<file path="src/rtl/hazard_scoreboard.sv">
// Hazard/forwarding controller beside ID: register scoreboard for long-latency writers,
// RAW/WAW stall generation, N-way bypass select and a saturating stall counter.
module hazard_scoreboard #(
   parameter int NREGS   = 32,
   parameter int RAW     = $clog2(NREGS),
   parameter int NUM_FWD = 3,
   parameter int LAT_W   = 4,
   parameter int SEL_W   = $clog2(NUM_FWD + 2)
) (
   input  logic                   clk,
   input  logic                   rst,
   input  logic                   id_valid,
   input  logic                   id_flush,
   input  logic                   id_rs1_valid,
   input  logic [RAW-1:0]         id_rs1,
   input  logic                   id_rs2_valid,
   input  logic [RAW-1:0]         id_rs2,
   input  logic                   id_rd_valid,
   input  logic [RAW-1:0]         id_rd,
   input  logic                   id_long_lat,
   input  logic [LAT_W-1:0]       id_fixed_lat,
   input  logic [NUM_FWD-1:0]     stg_rd_valid,
   input  logic [NUM_FWD*RAW-1:0] stg_rd,
   input  logic [NUM_FWD-1:0]     stg_fwd_ok,
   input  logic                   cpl_valid,
   input  logic [RAW-1:0]         cpl_rd,
   output logic                   stall,
   output logic                   issue,
   output logic [SEL_W-1:0]       fwd_rs1_sel,
   output logic [SEL_W-1:0]       fwd_rs2_sel,
   output logic [NREGS-1:0]       pending,
   output logic [31:0]            stall_cnt
);

   logic [NREGS-1:0] pending_q, pending_d;
   logic [LAT_W-1:0] cnt_q [NREGS];
   logic [LAT_W-1:0] cnt_d [NREGS];
   logic [31:0]      stall_cnt_q, stall_cnt_d;
   logic [SEL_W:0]   res1, res2;
   logic             waw, set_en;

   // Returns {hazard, select}; the youngest matching stage decides, with no fallback to older ones.
   function automatic logic [SEL_W:0] resolve(input logic rs_v, input logic [RAW-1:0] rs);
      logic             haz;
      logic             hit;
      logic [SEL_W-1:0] sel;
      haz = 1'b0;
      hit = 1'b0;
      sel = '0;
      if (rs_v && rs != '0) begin
         for (int i = 0; i < NUM_FWD; i++) begin
            if (!hit && stg_rd_valid[i] && stg_rd[i*RAW +: RAW] == rs) begin
               hit = 1'b1;
               if (stg_fwd_ok[i]) sel = SEL_W'(i + 1);
               else               haz = 1'b1;
            end
         end
         if (!hit) begin
            if (cpl_valid && cpl_rd == rs) sel = SEL_W'(NUM_FWD + 1);
            else if (pending_q[rs])        haz = 1'b1;
         end
      end
      return {haz, sel};
   endfunction

   always_comb begin
      res1  = resolve(id_rs1_valid, id_rs1);
      res2  = resolve(id_rs2_valid, id_rs2);
      waw   = id_rd_valid && (id_rd != '0) && pending_q[id_rd] && !(cpl_valid && cpl_rd == id_rd);
      stall = 1'b0;
      issue = 1'b0;
      fwd_rs1_sel = '0;
      fwd_rs2_sel = '0;
      if (!rst) begin
         stall       = id_valid && !id_flush && (res1[SEL_W] || res2[SEL_W] || waw);
         issue       = id_valid && !id_flush && !stall;
         fwd_rs1_sel = res1[SEL_W-1:0];
         fwd_rs2_sel = res2[SEL_W-1:0];
      end
      set_en = issue && id_long_lat && id_rd_valid && (id_rd != '0);
   end

   // Per-register next state: countdown, then completion clear, then issue set (set wins).
   always_comb begin
      pending_d = pending_q;
      for (int r = 0; r < NREGS; r++) begin
         cnt_d[r] = cnt_q[r];
         if (pending_q[r] && cnt_q[r] != '0) begin
            cnt_d[r] = cnt_q[r] - 1'b1;
            if (cnt_q[r] == LAT_W'(1)) pending_d[r] = 1'b0;
         end
         if (cpl_valid && cpl_rd == RAW'(r)) begin
            pending_d[r] = 1'b0;
            cnt_d[r]     = '0;
         end
         if (set_en && id_rd == RAW'(r)) begin
            pending_d[r] = 1'b1;
            cnt_d[r]     = id_fixed_lat;
         end
      end
      pending_d[0] = 1'b0;
      cnt_d[0]     = '0;
      stall_cnt_d  = stall_cnt_q;
      if (stall && stall_cnt_q != 32'hFFFF_FFFF) stall_cnt_d = stall_cnt_q + 32'd1;
   end

   always_ff @(posedge clk) begin
      if (rst) begin
         pending_q   <= '0;
         stall_cnt_q <= '0;
         for (int r = 0; r < NREGS; r++) cnt_q[r] <= '0;
      end else begin
         pending_q   <= pending_d;
         stall_cnt_q <= stall_cnt_d;
         for (int r = 0; r < NREGS; r++) cnt_q[r] <= cnt_d[r];
      end
   end

   assign pending   = pending_q;
   assign stall_cnt = stall_cnt_q;

endmodule

</file>
<file path="config.mk">
export PLATFORM = sky130hd
export DESIGN_NAME = hazard_scoreboard
export DESIGN_NICKNAME = d
export VERILOG_FILES = /design/src/rtl/hazard_scoreboard.sv
export SDC_FILE = /design/constraint.sdc
export NUM_CORES = 1
export LEC_CHECK = 0
export CAP_MARGIN = 20
export CELL_PAD_IN_SITES_DETAIL_PLACEMENT = 1
export CELL_PAD_IN_SITES_GLOBAL_PLACEMENT = 1
export CORE_MARGIN = 5
export CORE_UTILIZATION = 47
export CTS_CLUSTER_SIZE = 10
export DETAILED_ROUTE_END_ITERATION = 7
export GPL_TIMING_DRIVEN = 0
export HOLD_SLACK_MARGIN = 0.05
export PLACE_DENSITY = 0.91
export REMOVE_ABC_BUFFERS = 1
export SYNTH_ARGS = -nofsm -noshare
export SYNTH_HDL_FRONTEND = slang
export SYNTH_SLANG_ARGS = --single-unit
export TNS_END_PERCENT = 20
</file>
<file path="constraint.sdc">
create_clock -name clk -period 5.8 [get_ports clk]
set_input_delay 1.16 -clock clk [delete_from_list [all_inputs] [get_ports clk]]
set_output_delay 1.16 -clock clk [all_outputs]
set_load 0.02 [all_outputs]
</file>
==> flow_summary.ini <==
[outcome]
status = finished clean

[worst_hold_path]
min_path_cells = 2
hp-class = flip-flop to flip-flop

[setup_path]
cpPeakStageDelay_ps = 690
required_ps = 4640
endpoint_kind = output port
worst_path_max_delay_cell = clkdlybuf4s50_1
crit_chain = clkdlybuf4s50_1 > buf_8 > mux2_2 > a221oi_1 > a311oi_1 > o31ai_2 > buf_4 > nor4_4 > or3_1 > nor2_1 > clkdlybuf4s50_1
path_max_fanout = 15
worst_ep_arrival_time_ps = 4630
cp-start-kind = primary input
cpMostUsedCell = clkdlybuf4s50_1
path_depth = 11
timing.critical_path.buf_inv = 4
crit_family = buffers and inverters
crit_type = primary input to output port
worst_r2r_path_depth = 10

[logic_synthesis]
async_flop_share_pct = 0
synth_area_mm2 = 0.0128
synth.area.top_cells = dfxtp_1 (29%), mux2i_1 (11%), nand2_1 (7.0%)
syn_avg_cell_area_um2 = 8.31
ys_ff_latch = 187
ys.flop_type = dfxtp_1
synth_area_leader_cell = dfxtp_1
yosysSeqAreaShare_pct = 29.1
synth_edf_count = 0
synth_cell_types = 65
syn_inst = 1547
yosysWarnings = 0
yosysTopAreaCellShare_pct = 29.1

[power]
powerDensity_mw_per_mm2 = 187
leakagePower_nw = 6.09
ir_drop_mv = 0.152
power.total_mw = 2.81

[timing]
final_hold_viol_count = 0
final.setup.tns_ps = 0
slew-limit-headroom_pct = 16.4
fin_skew_ps = 15.8
min_period_ps = 5790
setup_viol = 0
rsz0062_at_grt = false
finalCritPeriodShare_pct = 99.8
max_freq_ghz = 0.173
maxSlewViolCount = 0
worst_slack_ps = 11.8
tightest_slew_ps = 1250

[detailed_routing]
ant_nets = 0
vias = 12598
drt-total-wl_um = 46400
via_per_inst = 6.33
first_pass_iters = 5
drt-initial-drc-count = 1003
wl_per_cell_um = 23.3
drc = 0

[placed_design]
pre_cts_ws_ps = -752
port-buffer-count = 124
gp_congestion = 0.898
hpwl_um = 32400
dpl.cell_count = 1954

[cells_and_area]
final_common_cell = nand2_1
areaGrowthSynthToFinish_pct = 17.4
most-common-layout-cells = nand2_1 (237), dfxtp_1 (187), mux2i_1 (136)
final_core_utilization_pct = 56.0
post_route_cells_drive_above_1_share_pct = 7.16
fin_nets = 1755
fin_cells = 1990
antenna_cells = 0

[clock_tree]
ctsHtreeMaxLevel = 4
cts.clk_slew.worst_paths_ps = 80
cts_sinks = 187
cts_buffers = 17
cts_tree = yes
clk_path_buf_depth = 2
cts-root-buf = clkbuf_16
clock_latency_ps = 460
ctsHoldBuffers = 0

[global_route]
grt_pass1_vias = 13455
overflow = 0
grt_max_degree = 76
grt_pass1_wl_um = 72800
grt_util_all_layers_pct = 29.4
antenna_found_initial = 3

[flow_run]
maxCapViolCount = 0

[floorplan]
boundaryPins = 126
design.core.area_mm2 = 0.0270
row_count = 60
die_h_um = 175
die_area_mm2 = 0.0307
die_w_um = 175
start_util_pct = 47.7
[per-stage QoR]
| step | hold WS, ps | cell area [um^2] |
|---|---|---|
| 5_1_grt | 538 | 15100 |
| 4_1_cts | 501 | 15000 |
| 2_1_floorplan | 536 | 12500 |
| 3_3_place_gp | 473 | 14200 |
| 6_report | 504 | 15100 |
| 3_5_place_dp | 492 | 14500 |
[logic make-up (layout without fill, tap and decap cells)]
logic type / Yosys count / in the layout / share of synthesized area, %
AOI/OAI and AO/OA: 193 / 193 / 8.84
DFF: 187 / 187 / 29.1
buffers and inverters: 144 / 246 / 4.84
and+or+nand+nor: 660 / 660 / 27.4
muxes: 160 / 160 / 14.1
adders and majority gates: 64 / 64 / 6.23
xor gates and xnor gates: 138 / 138 / 9.41
other: 1 / 1 / 0.0292
[routing by layer]
metal  GRT usage [%]  vias up  wire length, um
li1                -     5650                -
met1            34.3     6168            18300
met2            50.8      597            22400
met3            6.35      177             3640
met4            15.3        6             2070
met5               0        -               29
[final timing paths]
path / startpoint / end / slack (ps)
worst min-delay path: stall_cnt[24]$_SDFFE_PP0P_ / stall_cnt[24]$_SDFFE_PP0P_ / 500
worst min register to register: stall_cnt[24]$_SDFFE_PP0P_ / stall_cnt[24]$_SDFFE_PP0P_ / 500
worst max-delay path: id_rs2[1] / issue / 10
worst max register to register: pending[10]$_SDFFE_PP0P_ / cnt_q[0][8]$_SDFFE_PP0P_ / 2160
[area by class of cell]
cell class / instances / area [um^2]
inverter: 70 / 263
multi-input combinational: 1216 / 8530
fill: 3153 / 11900
clock buffer: 17 / 425
timing repair buffer: 145 / 1570
tap: 341 / 427
clock inverter: 14 / 130
sequential: 187 / 3740
[synth_stat cells, types with 9 or more instances]
cell type and count:
or4_1 14, nand3_1 87, mux4_2 15, xnor2_1 85, nand4_1 26, buf_2 14
nor4_1 38, mux2i_1 136, dfxtp_1 187, xor2_1 53, nand2_1 239, nor3_1 21
inv_1 69, nand4_2 14, a21oi_1 94, buf_1 9, o31ai_1 12, ha_1 64
nand3b_1 37, clkbuf_1 40, and3_1 14, o21ai_0 42, and2_1 9, nor2b_1 10
nor2_1 76, nand2b_1 17, or3_1 29
[power by group]
group / switching, mW / internal [mW]
Sequential: 0.00144 / 1.28
Clock: 0.614 / 0.566
Combinational: 0.231 / 0.118
Total: 0.846 / 1.97
[tightest hold or removal path: stages, from the launching register on]
cell and delay [ps]:
dfxtp_1 340, o31ai_1 70, a21oi_1 50
[what timing repair did]
action                                  4_1_cts  5_1_grt
endpoints found under the setup margin        3        3
pin swaps                                     1        1
setup buffers                                 1        1
resized for setup                            18        9
[registers in the layout, indices dropped and copies added (netlist names)]
signal / count
cnt_q: 124
pending: 31
stall_cnt: 32
Note: power is estimated with default switching activity, not from simulation.
